File: src/rtl/otter_dcdr_pipe_if.sv
// Fetch-to-execute bundle for otter_dcdr_pipe: instruction handshake in, decoded controls out.
// master = upstream/downstream environment, slave = the decoder.
interface otter_dcdr_pipe_if #(
  parameter int unsigned ILL_CNT_W = 8
);
  logic                 in_valid;
  logic                 in_ready;
  logic [31:0]          in_ir;
  logic                 in_br_eq;
  logic                 in_br_lt;
  logic                 in_br_ltu;
  logic                 int_taken;
  logic                 out_valid;
  logic                 out_ready;
  logic [3:0]           alu_fun;
  logic [1:0]           alu_srcA;
  logic [2:0]           alu_srcB;
  logic [2:0]           pcSource;
  logic [1:0]           rf_wr_sel;
  logic                 reg_wr;
  logic                 mem_we;
  logic                 mem_rden;
  logic                 csr_we;
  logic                 mret;
  logic                 int_ack;
  logic                 illegal;
  logic [ILL_CNT_W-1:0] ill_cnt;

  modport master (
    output in_valid, in_ir, in_br_eq, in_br_lt, in_br_ltu, int_taken, out_ready,
    input  in_ready, out_valid, alu_fun, alu_srcA, alu_srcB, pcSource, rf_wr_sel,
           reg_wr, mem_we, mem_rden, csr_we, mret, int_ack, illegal, ill_cnt
  );

  modport slave (
    input  in_valid, in_ir, in_br_eq, in_br_lt, in_br_ltu, int_taken, out_ready,
    output in_ready, out_valid, alu_fun, alu_srcA, alu_srcB, pcSource, rf_wr_sel,
           reg_wr, mem_we, mem_rden, csr_we, mret, int_ack, illegal, ill_cnt
  );
endinterface

File: src/rtl/otter_dcdr_pipe.sv
// Pipelined OTTER decoder with skid buffer, interrupt latch and saturating illegal counter.
// Define OTTER_CSR_EN to decode the SYSTEM opcode (csrrw/csrrs/csrrc/mret).
module otter_dcdr_pipe #(
  parameter int unsigned REG_OUT   = 1,
  parameter int unsigned ILL_CNT_W = 8
) (
  input logic              CLK,
  input logic              RST,
  otter_dcdr_pipe_if.slave bus
);
  typedef enum logic [6:0] {
    OP_RTYPE  = 7'b0110011,
    OP_IALU   = 7'b0010011,
    OP_LOAD   = 7'b0000011,
    OP_STORE  = 7'b0100011,
    OP_BRANCH = 7'b1100011,
    OP_JAL    = 7'b1101111,
    OP_JALR   = 7'b1100111,
    OP_LUI    = 7'b0110111,
    OP_AUIPC  = 7'b0010111,
    OP_SYSTEM = 7'b1110011
  } opcode_e;

  typedef struct packed {
    logic [3:0] alu_fun;
    logic [1:0] alu_srcA;
    logic [2:0] alu_srcB;
    logic [2:0] pcSource;
    logic [1:0] rf_wr_sel;
    logic       reg_wr;
    logic       mem_we;
    logic       mem_rden;
    logic       csr_we;
    logic       mret;
    logic       int_ack;
    logic       illegal;
  } ctrl_t;

  opcode_e              opc;
  logic [2:0]           f3;
  logic                 ir30;
  ctrl_t                dec;
  ctrl_t                out_c;
  logic                 take;
  logic                 bad;
  logic                 accept;
  logic                 out_xfer;
  logic                 int_pend_q, int_pend_d;
  logic [ILL_CNT_W-1:0] ill_cnt_q, ill_cnt_d;

  assign opc  = opcode_e'(bus.in_ir[6:0]);
  assign f3   = bus.in_ir[14:12];
  assign ir30 = bus.in_ir[30];

  // Register/immediate index bits belong to the datapath, not the decoder.
  logic unused_ir_bits;
`ifdef OTTER_CSR_EN
  assign unused_ir_bits = ^{bus.in_ir[31], bus.in_ir[27:15], bus.in_ir[11:7]};
`else
  assign unused_ir_bits = ^{bus.in_ir[31:28], bus.in_ir[27:15], bus.in_ir[11:7]};
`endif

  always_comb begin
    dec  = '0;
    take = 1'b0;
    bad  = 1'b0;
    case (opc)
      OP_RTYPE: begin
        dec.alu_fun   = {ir30 & ((f3 == 3'b000) | (f3 == 3'b101)), f3};
        dec.rf_wr_sel = 2'd3;
        dec.reg_wr    = 1'b1;
      end
      OP_IALU: begin
        dec.alu_fun   = {ir30 & (f3 == 3'b101), f3};
        dec.alu_srcB  = 3'd1;
        dec.rf_wr_sel = 2'd3;
        dec.reg_wr    = 1'b1;
      end
      OP_LOAD: begin
        dec.alu_srcB  = 3'd1;
        dec.mem_rden  = 1'b1;
        dec.rf_wr_sel = 2'd2;
        dec.reg_wr    = 1'b1;
      end
      OP_STORE: begin
        dec.alu_srcB = 3'd2;
        dec.mem_we   = 1'b1;
      end
      OP_BRANCH: begin
        case (f3)
          3'b000:  take = bus.in_br_eq;
          3'b001:  take = !bus.in_br_eq;
          3'b100:  take = bus.in_br_lt;
          3'b101:  take = !bus.in_br_lt;
          3'b110:  take = bus.in_br_ltu;
          3'b111:  take = !bus.in_br_ltu;
          default: bad  = 1'b1;
        endcase
        dec.pcSource = take ? 3'd2 : 3'd0;
      end
      OP_JAL: begin
        dec.pcSource = 3'd3;
        dec.reg_wr   = 1'b1;
      end
      OP_JALR: begin
        bad          = (f3 != 3'b000);
        dec.pcSource = 3'd1;
        dec.alu_srcB = 3'd1;
        dec.reg_wr   = 1'b1;
      end
      OP_LUI: begin
        dec.alu_fun   = 4'b1001;
        dec.alu_srcA  = 2'd1;
        dec.rf_wr_sel = 2'd3;
        dec.reg_wr    = 1'b1;
      end
      OP_AUIPC: begin
        dec.alu_srcA  = 2'd1;
        dec.alu_srcB  = 3'd3;
        dec.rf_wr_sel = 2'd3;
        dec.reg_wr    = 1'b1;
      end
`ifdef OTTER_CSR_EN
      OP_SYSTEM: begin
        case (f3)
          3'b001, 3'b010, 3'b011: begin
            dec.alu_fun   = (f3 == 3'b010) ? 4'b0110 : (f3 == 3'b011) ? 4'b0111 : 4'b0000;
            dec.alu_srcA  = (f3 == 3'b011) ? 2'd2 : 2'd0;
            dec.alu_srcB  = 3'd4;
            dec.rf_wr_sel = 2'd1;
            dec.csr_we    = 1'b1;
            dec.reg_wr    = 1'b1;
          end
          3'b000: begin
            bad          = (bus.in_ir[29:28] != 2'b11);
            dec.pcSource = 3'd5;
            dec.mret     = 1'b1;
          end
          default: bad = 1'b1;
        endcase
      end
`endif
      default: bad = 1'b1;
    endcase
    // A pending interrupt takes precedence over whatever word is being accepted.
    if (int_pend_q) begin
      dec          = '0;
      dec.pcSource = 3'd4;
      dec.int_ack  = 1'b1;
    end else if (bad) begin
      dec          = '0;
      dec.pcSource = 3'd4;
      dec.illegal  = 1'b1;
    end
  end

  if (REG_OUT != 0) begin : g_reg
    ctrl_t main_q, main_d, skid_q, skid_d;
    logic  main_vld_q, main_vld_d, skid_vld_q, skid_vld_d;

    assign bus.in_ready  = !skid_vld_q;
    assign accept        = bus.in_valid && !skid_vld_q;
    assign out_xfer      = main_vld_q && bus.out_ready;
    assign out_c         = main_q;
    assign bus.out_valid = main_vld_q;

    // in_ready is low whenever skid is full, so accept and a skid refill never coincide.
    always_comb begin
      main_d     = main_q;
      main_vld_d = main_vld_q;
      skid_d     = skid_q;
      skid_vld_d = skid_vld_q;
      if (out_xfer) begin
        if (skid_vld_q) begin
          main_d     = skid_q;
          skid_vld_d = 1'b0;
        end else begin
          main_vld_d = accept;
          if (accept) main_d = dec;
        end
      end else if (!main_vld_q) begin
        main_vld_d = accept;
        if (accept) main_d = dec;
      end else if (accept) begin
        skid_d     = dec;
        skid_vld_d = 1'b1;
      end
    end

    always_ff @(posedge CLK) begin
      if (RST) begin
        main_q     <= '0;
        main_vld_q <= 1'b0;
        skid_q     <= '0;
        skid_vld_q <= 1'b0;
      end else begin
        main_q     <= main_d;
        main_vld_q <= main_vld_d;
        skid_q     <= skid_d;
        skid_vld_q <= skid_vld_d;
      end
    end
  end else begin : g_comb
    assign bus.in_ready  = bus.out_ready;
    assign accept        = bus.in_valid && bus.out_ready;
    assign out_xfer      = accept;
    assign out_c         = dec;
    assign bus.out_valid = bus.in_valid;
  end

  always_comb begin
    int_pend_d = (int_pend_q && !accept) || bus.int_taken;
    ill_cnt_d  = ill_cnt_q;
    if (out_xfer && out_c.illegal && !(&ill_cnt_q)) ill_cnt_d = ill_cnt_q + ILL_CNT_W'(1);
  end

  always_ff @(posedge CLK) begin
    if (RST) begin
      int_pend_q <= 1'b0;
      ill_cnt_q  <= '0;
    end else begin
      int_pend_q <= int_pend_d;
      ill_cnt_q  <= ill_cnt_d;
    end
  end

  assign bus.alu_fun   = out_c.alu_fun;
  assign bus.alu_srcA  = out_c.alu_srcA;
  assign bus.alu_srcB  = out_c.alu_srcB;
  assign bus.pcSource  = out_c.pcSource;
  assign bus.rf_wr_sel = out_c.rf_wr_sel;
  assign bus.reg_wr    = out_c.reg_wr;
  assign bus.mem_we    = out_c.mem_we;
  assign bus.mem_rden  = out_c.mem_rden;
  assign bus.csr_we    = out_c.csr_we;
  assign bus.mret      = out_c.mret;
  assign bus.int_ack   = out_c.int_ack;
  assign bus.illegal   = out_c.illegal;
  assign bus.ill_cnt   = ill_cnt_q;
endmodule

File: src/flat_wrapper.sv
// flat-port wrapper written by rule: the top's interface ports become plain ports
module otter_dcdr_pipe_flat 
#(
  parameter int unsigned REG_OUT   = 1,
  parameter int unsigned ILL_CNT_W = 8
)
  (CLK, RST, bus_in_valid, bus_in_ir, bus_in_br_eq, bus_in_br_lt, bus_in_br_ltu, bus_int_taken, bus_out_ready, bus_in_ready, bus_out_valid, bus_alu_fun, bus_alu_srcA, bus_alu_srcB, bus_pcSource, bus_rf_wr_sel, bus_reg_wr, bus_mem_we, bus_mem_rden, bus_csr_we, bus_mret, bus_int_ack, bus_illegal, bus_ill_cnt);
  otter_dcdr_pipe_if #(.ILL_CNT_W(ILL_CNT_W)) bus_i ();
  input logic CLK;
  input logic RST;
  input wire logic [$bits(bus_i.in_valid)-1:0] bus_in_valid;
  input wire logic [$bits(bus_i.in_ir)-1:0] bus_in_ir;
  input wire logic [$bits(bus_i.in_br_eq)-1:0] bus_in_br_eq;
  input wire logic [$bits(bus_i.in_br_lt)-1:0] bus_in_br_lt;
  input wire logic [$bits(bus_i.in_br_ltu)-1:0] bus_in_br_ltu;
  input wire logic [$bits(bus_i.int_taken)-1:0] bus_int_taken;
  input wire logic [$bits(bus_i.out_ready)-1:0] bus_out_ready;
  output wire logic [$bits(bus_i.in_ready)-1:0] bus_in_ready;
  output wire logic [$bits(bus_i.out_valid)-1:0] bus_out_valid;
  output wire logic [$bits(bus_i.alu_fun)-1:0] bus_alu_fun;
  output wire logic [$bits(bus_i.alu_srcA)-1:0] bus_alu_srcA;
  output wire logic [$bits(bus_i.alu_srcB)-1:0] bus_alu_srcB;
  output wire logic [$bits(bus_i.pcSource)-1:0] bus_pcSource;
  output wire logic [$bits(bus_i.rf_wr_sel)-1:0] bus_rf_wr_sel;
  output wire logic [$bits(bus_i.reg_wr)-1:0] bus_reg_wr;
  output wire logic [$bits(bus_i.mem_we)-1:0] bus_mem_we;
  output wire logic [$bits(bus_i.mem_rden)-1:0] bus_mem_rden;
  output wire logic [$bits(bus_i.csr_we)-1:0] bus_csr_we;
  output wire logic [$bits(bus_i.mret)-1:0] bus_mret;
  output wire logic [$bits(bus_i.int_ack)-1:0] bus_int_ack;
  output wire logic [$bits(bus_i.illegal)-1:0] bus_illegal;
  output wire logic [$bits(bus_i.ill_cnt)-1:0] bus_ill_cnt;
  assign bus_i.in_valid = bus_in_valid;
  assign bus_i.in_ir = bus_in_ir;
  assign bus_i.in_br_eq = bus_in_br_eq;
  assign bus_i.in_br_lt = bus_in_br_lt;
  assign bus_i.in_br_ltu = bus_in_br_ltu;
  assign bus_i.int_taken = bus_int_taken;
  assign bus_i.out_ready = bus_out_ready;
  assign bus_in_ready = bus_i.in_ready;
  assign bus_out_valid = bus_i.out_valid;
  assign bus_alu_fun = bus_i.alu_fun;
  assign bus_alu_srcA = bus_i.alu_srcA;
  assign bus_alu_srcB = bus_i.alu_srcB;
  assign bus_pcSource = bus_i.pcSource;
  assign bus_rf_wr_sel = bus_i.rf_wr_sel;
  assign bus_reg_wr = bus_i.reg_wr;
  assign bus_mem_we = bus_i.mem_we;
  assign bus_mem_rden = bus_i.mem_rden;
  assign bus_csr_we = bus_i.csr_we;
  assign bus_mret = bus_i.mret;
  assign bus_int_ack = bus_i.int_ack;
  assign bus_illegal = bus_i.illegal;
  assign bus_ill_cnt = bus_i.ill_cnt;
  otter_dcdr_pipe #(.REG_OUT(REG_OUT), .ILL_CNT_W(ILL_CNT_W)) u_core (.CLK(CLK), .RST(RST), .bus(bus_i));
endmodule
File: config.mk
export PLATFORM = sky130hd
export DESIGN_NAME = otter_dcdr_pipe_flat
export DESIGN_NICKNAME = d
export VERILOG_FILES = /design/src/rtl/otter_dcdr_pipe_if.sv /design/src/rtl/otter_dcdr_pipe.sv /design/src/flat_wrapper.sv
export SDC_FILE = /design/constraint.sdc
export NUM_CORES = 1
export LEC_CHECK = 0
export CAP_MARGIN = 40
export CORE_MARGIN = 2
export CORE_UTILIZATION = 49
export CTS_BUF_LIST = sky130_fd_sc_hd__clkbuf_8
export DETAILED_ROUTE_END_ITERATION = 16
export GPL_TIMING_DRIVEN = 1
export PLACE_DENSITY_LB_ADDON = 0.05
export REMOVE_ABC_BUFFERS = 1
export SLEW_MARGIN = 20
export SYNTH_ARGS = -nofsm -noshare
export SYNTH_HDL_FRONTEND = slang
export SYNTH_SLANG_ARGS = --single-unit
export TNS_END_PERCENT = 50
File: constraint.sdc
create_clock -name CLK -period 1.83 [get_ports CLK]
set_clock_uncertainty 0.15 [all_clocks]
set_input_delay 0.183 -clock CLK [delete_from_list [all_inputs] [get_ports CLK]]
set_output_delay 0.183 -clock CLK [all_outputs]
set_load 0.005 [all_outputs]
# ---- Word-level counts from Yosys, hierarchy flattened
# Index checks and enable logic that the tools add are counted.
dict set report op_classes {
  shift 0
  div_mod_pow 0
  eq_ne 16
  n_reduce_logical 24
  n_addsub 1
  bitwise 4
  mux 22
  magnitude_cmp 0
  n_mul 0
}
# operator count
set ops {}
lappend ops {{2-to-1 mux 21 bit} 6}
lappend ops {{== test 7 x 6 -> 1 bit (second input constant)} 3}
lappend ops {{== test 7 bit (second input constant)} 3}
lappend ops {{== test 7 x 5 -> 1 bit (second input constant)} 2}
lappend ops {{OR reduction 7 bit} 2}
lappend ops {{== test 3 bit (second input constant)} 4}
lappend ops {{one-hot mux 4 bit (3 select lines)} 1}
lappend ops {{2-to-1 mux 1 bit} 9}
lappend ops {{one-hot mux 3 bit (3 select lines)} 1}
lappend ops {{adder 8 x 1 -> 8 bit (second input constant)} 1}
lappend ops {{AND reduction 8 bit} 1}
lappend ops {{== test 7 x 2 -> 1 bit (second input constant)} 1}
lappend ops {{zero test 1 bit} 6}
lappend ops {{one-hot mux 1 bit (6 select lines)} 1}
lappend ops {{one-hot mux 2 bit (3 select lines)} 1}
lappend ops {{OR reduction 6 bit} 1}
lappend ops {{logical AND 1 bit} 5}
lappend ops {{one-hot mux 2 bit (2 select lines)} 1}
lappend ops {{OR reduction 2 bit} 2}
lappend ops {{OR reduction 4 bit} 1}
lappend ops {{== test 3 x 1 -> 1 bit (second input constant)} 1}
lappend ops {{zero test 3 bit} 1}
lappend ops {{one-hot mux 1 bit (3 select lines)} 1}
lappend ops {{AND reduction 3 bit} 1}
lappend ops {{10 further kinds} 11}
dict set report totals {
  ff_bits 53
  mem_count 0
  inputBits 40
  rom_bits 0
  out_inout_bits 31
  latchBits 0
  ramBits 0
}

# ---- Longest topological paths before layout
# Gate-level depths: netlist of run 1.
dict set report logic_depth {
  ltp_word 10
  ltp_mapped 8
  ltp_nobuf 6
}

# ---- Worst setup path after synthesis of run 1
# Ideal clock, no wire load.
dict set report synth_path {
  path_type {reg-to-reg}
  start {reg u_core.g_reg.skid_vld_q}
  end {reg u_core.g_reg.main_q, in the netlist u_core.bus.reg_wr}
  required_ns 1.620
  arrival_ns 1.435
  synth_period_minus_slack_ns 1.645
  stages_incl_launch_ff 6
  path_buffers 1
  setup_time_ns 0.060
  slack_ns 0.185
  cell_sequence {dfxtp_1 buf_6 or3b_4 nor4_4 a221o_1 a32o_1}
}
dict set report synth_via {
  elab_chain_len 5
}
# item line_no
set synth_lines {}
lappend synth_lines {{from (decl)} otter_dcdr_pipe.sv:159} ;# logic main_vld_q, main_vld_d, skid_vld_q, skid_vld_d;
lappend synth_lines {{from (signal assigned)} otter_dcdr_pipe.sv:200} ;# skid_vld_q <= skid_vld_d;
lappend synth_lines {{zero test 1 bit} otter_dcdr_pipe.sv:162} ;# assign accept = bus.in_valid && !skid_vld_q;
lappend synth_lines {{logical AND 1 bit} otter_dcdr_pipe.sv:162}
lappend synth_lines {{2-to-1 mux 21 bit} n/a}
lappend synth_lines {{2-to-1 mux 21 bit, on equally long branches} n/a}
lappend synth_lines {{2-to-1 mux 21 bit *} otter_dcdr_pipe.sv:173} ;# if (out_xfer) begin
lappend synth_lines {{to (signal assigned)} otter_dcdr_pipe.sv:197} ;# main_q <= main_d;
lappend synth_lines {{to (decl)} otter_dcdr_pipe.sv:158} ;# ctrl_t main_q, main_d, skid_q, skid_d;
# Every way passes the cells marked *; elsewhere a longest branch is shown, timed or not. The select of a mux whose other input is x is not followed.
# A chain may end at the register's enable or synchronous reset.

# ---- Worst setup path after layout of run 1
dict set report layout_path {
  start {in bus_in_valid}
  end {reg u_core.g_reg.skid_q[12] in the netlist's numbering}
}
dict set report layout_via {
  elab_chain_len 2
}
# item line_no
set layout_lines {}
lappend layout_lines {{from (decl)} flat_wrapper.sv:11} ;# input wire logic [$bits(bus_i.in_valid)-1:0] bus_in_valid;
lappend layout_lines {{logical AND 1 bit} otter_dcdr_pipe.sv:162}
lappend layout_lines {{AND reduction 3 bit (no source line)} n/a}
lappend layout_lines {{to (signal assigned)} otter_dcdr_pipe.sv:199} ;# skid_q <= skid_d;
lappend layout_lines {{to (decl)} otter_dcdr_pipe.sv:158}
# Every way passes these cells.

==> results of run 1 <==
==> stage by stage <==
| step | std cells | utilization (%) |
|---|---|---|
| floorplan | 267 | - |
| global placement | 416 | 68.32 |
| detailed placement | 416 | 68.32 |
| CTS | 424 | 70.37 |
| global route | 425 | 71.65 |
| finish | 425 | 71.65 |
==> state kept, by name, summed over array words and instances (netlist names), 2 cells and up <==
| signal | flops |
|---|---|
| u_core.bus.pcSource | 3 |
| u_core.g_reg.skid_q | 17 |
| u_core.bus.alu_fun | 4 |
| u_core.bus.ill_cnt | 8 |
| u_core.bus.alu_srcB | 3 |
| u_core.bus.rf_wr_sel | 2 |
| u_core.bus.alu_srcA | 2 |
==> synthesized netlist by cell type (all sizes together) (2+ instances only) <==
library cell   n  share of area [%]
mux2i          3                1.3
inv            5               0.79
xnor2          4                1.5
xor2           3                1.1
nand2         28                4.4
buf            9                2.2
nor3b          2                1.1
a22o           2               0.74
a2111oi        2                1.5
clkbuf        10                1.6
nor4           3                1.4
a31oi          2               0.53
a211oi         4                1.8
o21ai         26                5.5
nor2b          4                1.2
a221oi         4                1.7
a21oi         20                4.2
nor3          11                2.3
or3            3                1.0
nand3         18                3.8
a22oi          3               0.95
a32o           5                2.1
o22ai          4                1.1
nor2          34                5.5
and3           4                1.1
dfxtp         49                 41
nand2b         4                1.1
o2111ai        2                1.0
and2           5                1.3
==> final timing paths <==
check                     startpoint                      end  slack (ps)  cells after the start
max                     bus_in_valid  u_core.g_reg.skid_q[12]          40                      5
min           u_core.g_reg.skid_q[0]   u_core.g_reg.skid_q[0]         310                      2
max reg2reg  u_core.g_reg.skid_vld_q  u_core.g_reg.skid_q[12]         110                      4
min reg2reg   u_core.g_reg.skid_q[0]   u_core.g_reg.skid_q[0]         310                      2
==> what timing repair did <==
item / CTS / global route
endpoints found under the setup margin: 0 / 21
hold buffers: 0 / 0
gates resized for setup: 0 / 11
==> area by class of cell <==
type | instances | area, sq um | area share [%]
multi-input combinational | 214 | 1339 | 39.82
sequential | 49 | 983.4 | 29.25
timing repair buffer | 95 | 857.1 | 25.49
clock buffer | 6 | 82.58 | 2.456
tap | 54 | 67.56 | 2.010
inverter | 5 | 18.77 | 0.5582
clock inverter | 2 | 13.76 | 0.4094
==> report_power, final <==
group | switching [uW] | internal (uW) | total, uW | leakage, uW
Clock | 354 | 307 | 661 | 0.0000512
Sequential | 30.1 | 1100 | 1130 | 0.000399
Combinational | 186 | 205 | 391 | 0.000839
==> metal layers <==
metal  share of wire, %  track usage (%)
met4                2.1            8.687
met5                  0                0
met1                 48            33.05
met3                5.7            4.664
met2                 44            37.50
==> cell families (layout without fill, tap and decap cells) <==
| group | after synthesis | in the layout | share of synthesized area (%) |
|---|---|---|---|
| AO/OA/AOI/OAI | 78 | 79 | 22.66 |
| XOR/XNOR | 7 | 7 | 2.576 |
| adder cells (fa/ha/maj) | 1 | 1 | 0.5257 |
| buffers and inverters | 24 | 108 | 4.574 |
| flip-flops | 49 | 49 | 41.22 |
| multiplexers | 3 | 3 | 1.262 |
| AND/OR/NAND/NOR | 124 | 124 | 27.18 |
==> worst reg2reg max path: stages, from the launching register on <==
cell and delay, ps:
dfxtp_2 360, nor2b_2 200, nand3_1 120, or4_1 580
o32ai_1 230
==> impl_metrics.py, run 1 <==
metrics = {
    "global_routing": {
        "grt_max_degree": 18,
        "antenna_found_initial": 0,
        "grt.overflow.total": 0,
        "grt_first_pass_wirelength_microns": 10200,
        "grt_pass1_vias": 2219,
        "grt_usage_pct": 24.08,
    },
    "cts": {
        "cts_root_buf": "clkbuf_8",
        "clock_latency_ps": 300,
        "path_clk_slew_ps": 90,
        "numCtsBuffers": 5,
        "clock_path_buffers": 2,
        "htree_levels": 2,
        "clock-sinks": 49,
        "cts_tree": "built",
        "cts_setup_buffers": 0,
    },
    "timing": {
        "fin_ws_ps": 41.78,
        "max_freq_mhz": 559.2,
        "fin_crit_sh_pct": 97.72,
        "fin_tns_setup_ps": 0,
        "drv_slew": 0,
        "hold_viol_final": 0,
        "setup_violations": 0,
        "holdWs_ps": 305.9,
        "tightest_slew_ps": 333.5,
        "fin_crit_ps": 1788,
        "slew_headroom_pct": 77.19,
        "rsz0062_at_grt": "yes",
    },
    "drt": {
        "vias": 2398,
        "wl_microns": 6149,
        "initialDrtViolationCount": 111,
        "vias_per_cell": 5.642,
        "wl_per_cell_microns": 14.47,
        "first_pass_iters": 4,
        "drt_drc_violations_left": 0,
        "ant_nets": 0,
    },
    "placed_design": {
        "placed_cell_area_sq_um": 3206,
        "place.gp.congestion": 0.8205,
        "dp_slack_ps": -275.8,
        "port_buffers": 49,
        "post-dp-hpwl_microns": 4690,
    },
    "cells_and_area": {
        "n_fill_cell": 398,
        "final_nets": 411,
        "finalInstanceArea_sq_um": 3362,
        "syn2layout_area_growth_pct": 41.27,
        "final_cell_mix": "clkdlybuf4s50_1 (47), dfxtp_1 (47), buf_4 (44)",
        "diodes": 0,
        "final_layout_size_suffix_gt1_share_pct": 19.68,
    },
    "logic_synthesis": {
        "yosysUniqueCellTypes": 55,
        "synth-seq-cells": 49,
        "netlist_area_sq_um": 2380,
        "yosysWarnings": 0,
        "synth-main-ff-cell": "dfxtp_1",
        "synth_cells": 286,
        "yosysSeqAreaShare_pct": 41.22,
        "synth_edf_count": 0,
        "synth_area_per_cell_sq_um": 8.321,
        "async_flop_share_pct": 0,
    },
    "floorplan": {
        "design.core.area_sq_um": 4692,
        "die_area_sq_um": 5430,
        "start_util_pct": 50.72,
        "rows": 25,
        "die_h_microns": 73.69,
        "io_pins": 71,
        "die_x_microns": 73.69,
    },
    "critical_path": {
        "critical_path.top_delay_family": "simple AND/OR/NAND/NOR gates",
        "endpoint_kind": "flop",
        "critPathLaunchType": "primary input",
        "critPathMaxFanout": 4,
        "crit_slowest_cell": "or4_1",
        "crit_buf_inv": 1,
        "path_cells": "clkdlybuf4s50_1 -> nor2b_2 -> nand3_1 -> or4_1 -> o32ai_1",
        "arrival_ps": 1860,
        "crit_type": "primary input to flop",
        "required_ps": 1900,
        "cp_slowest_stage_delay_ps": 580,
    },
    "outcome": {
        "status": "completed",
    },
    "run": {
        "drv_cap": 0,
    },
    "power": {
        "power_uw": 2180,
        "leakagePower_uw": 0.001289,
        "ir_drop_mv": 0.4400,
        "power_density_nw_per_um2": 648.6,
    },
    "min_path": {
        "holdCritPathClass": "flop to flop",
    },
}
No activity file was read; power rests on OpenSTA's default activity.
==> run 2: changes to the inputs <==
Settings changed: CORE_ASPECT_RATIO from default to 0.6, CTS_CLUSTER_DIAMETER from default to 120, HOLD_SLACK_MARGIN from default to 0.15.
==> run 2 against run 1 <==
  * Sequential power hardly changed
  * Register-to-register slack hardly changed
  * Sequential share of layout area is 0.59 points lower
  * Critical endpoint is now u_core.bus.illegal
==> impl_metrics.py, run 2 (synthesis gave the netlist of run 1 again) <==
metrics = {
    "drt": {
        "vias": 2457,
        "vias_per_cell": 5.559,
        "wl_microns": 6928,
        "initialDrtViolationCount": 154,
        "first_pass_iters": 5,
        "ant_nets": 0,
        "wl_per_cell_microns": 15.67,
        "drt_drc_violations_left": 0,
    },
    "critical_path": {
        "crit_type": "primary input to flop",
        "arrival_ps": 1850,
        "critPathLaunchType": "primary input",
        "required_ps": 1880,
        "endpoint_kind": "flop",
        "critPathMaxFanout": 7,
        "reg2reg_depth": 5,
    },
    "power": {
        "combPwrFrac_pct": 17.5,
        "p_switching_uw": 594.3,
        "leakagePower_uw": 0.001369,
        "power.internal_uw": 1751,
        "p_clk_share_pct": 34.4,
        "p_seq_share_pct": 48.1,
        "ir_drop_mv": 0.4093,
        "power_density_nw_per_um2": 681.9,
        "switching_share_pct": 25.34,
        "power_uw": 2345,
    },
    "timing": {
        "fin_crit_sh_pct": 98.62,
        "max_freq_mhz": 554.1,
        "setup_violations": 0,
        "tightest_slew_ps": 345.0,
        "slew_headroom_pct": 76.40,
        "hold_viol_final": 0,
        "rsz0062_at_grt": "no",
        "drv_slew": 0,
        "fin_crit_ps": 1805,
    },
    "cts": {
        "numCtsBuffers": 5,
        "path_clk_slew_ps": 90,
        "clock-sinks": 49,
        "clock_latency_ps": 310,
        "cts_tree": "built",
        "htree_levels": 2,
        "cts_root_buf": "clkbuf_8",
        "clock_path_buffers": 2,
    },
    "run": {
        "drv_cap": 0,
    },
    "cells_and_area": {
        "layout.cells.non_filler": 442,
        "final_common_cell": "buf_4",
        "largest_reg_flops": 17,
        "n_fill_cell": 350,
        "final_util_pct": 74.58,
        "diodes": 0,
        "final_cell_mix": "buf_4 (55), dfxtp_1 (47), clkdlybuf4s50_1 (44)",
        "top_register": "u_core.g_reg.skid_q",
        "final_layout_size_suffix_gt1_share_pct": 20.84,
        "syn2layout_area_growth_pct": 44.53,
        "final_nets": 419,
    },
    "floorplan": {
        "design.core.area_sq_um": 4612,
        "die_area_sq_um": 5448,
        "rows": 19,
        "io_pins": 71,
        "die_h_microns": 57.98,
        "die_x_microns": 93.97,
        "start_util_pct": 51.60,
    },
    "placed_design": {
        "post-dp-hpwl_microns": 5045,
        "dp.cells": 432,
        "port_buffers": 49,
        "place.gp.congestion": 0.8820,
    },
    "min_path": {
        "holdCritPathClass": "primary input to flop",
        "min_path_cells": 3,
    },
    "global_routing": {
        "grt_usage_pct": 26.62,
        "grt_first_pass_wirelength_microns": 11210,
        "grt.overflow.total": 0,
        "grt_max_degree": 17,
        "antenna_found_initial": 0,
        "grt_pass1_vias": 2250,
    },
    "outcome": {
        "status": "completed",
    },
}
==> run 2: path summary, 6_finish.rpt <==
kind	start	slack (ps)	endpoint
max	bus_in_ir[3]	30	u_core.bus.illegal
min	bus_in_valid	140	u_core.g_reg.skid_vld_q
max reg2reg	u_core.g_reg.skid_vld_q	100	u_core.bus.pcSource[0]
min reg2reg	u_core.g_reg.skid_q[5]	310	u_core.g_reg.skid_q[5]
==> run 2: final cells by class <==
type	instances	area, sq um	area share [%]
inverter	5	18.77	0.5457
multi-input combinational	213	1324	38.49
clock buffer	6	82.58	2.401
clock inverter	2	33.78	0.9822
timing repair buffer	104	915.9	26.63
sequential	49	985.9	28.66
tap	63	78.83	2.292
==> run 2: critical path: stages <==
cell and delay, ps:
clkdlybuf4s50_1 590, o32a_1 410, or3_4 360, a221oi_2 240, nor3_1 60
==> run 2: power by group through the flow <==
stage | combinational (uW) | sequential, uW | clock, uW
after global routing | 445 | 1130 | 857
after detailed placement | 398 | 1150 | 0
final | 411 | 1130 | 807
after CTS | 402 | 1130 | 816
after global placement | 392 | 1150 | 0
after floorplan | 145 | 1150 | 0
==> run 2: what timing repair did <==
item,4_1_cts,5_1_grt
hold buffers,0,0
buffers inserted,0,2
resized for setup,1,12
pin swaps,0,3
endpoints found under the setup margin,1,19
==> run 2: stage by stage <==
| step | TNS, ps | setup WS [ps] | instance area, sq um | hold WS [ps] |
|---|---|---|---|---|
| floorplan | -885.3 | -172.8 | 2290 | 102.1 |
| global placement | -4393 | -277.0 | 3257 | 290.7 |
| detailed placement | -5264 | -291.2 | 3257 | 294.0 |
| CTS | 0 | 11.80 | 3376 | 306.2 |
| global route | 0 | 3.370 | 3440 | 176.5 |
| finish | 0 | 25.27 | 3440 | 141.7 |
==> run 2: per-layer routing <==
layer	vias to the layer above	share of wire [%]	track usage (%)	wire length, microns
met5	-	0	0	0
li1	1213	-	-	-
met1	1122	49	41.30	3391
met4	0	0.85	5.797	59
met3	10	8.3	4.941	573
met2	112	42	38.57	2904
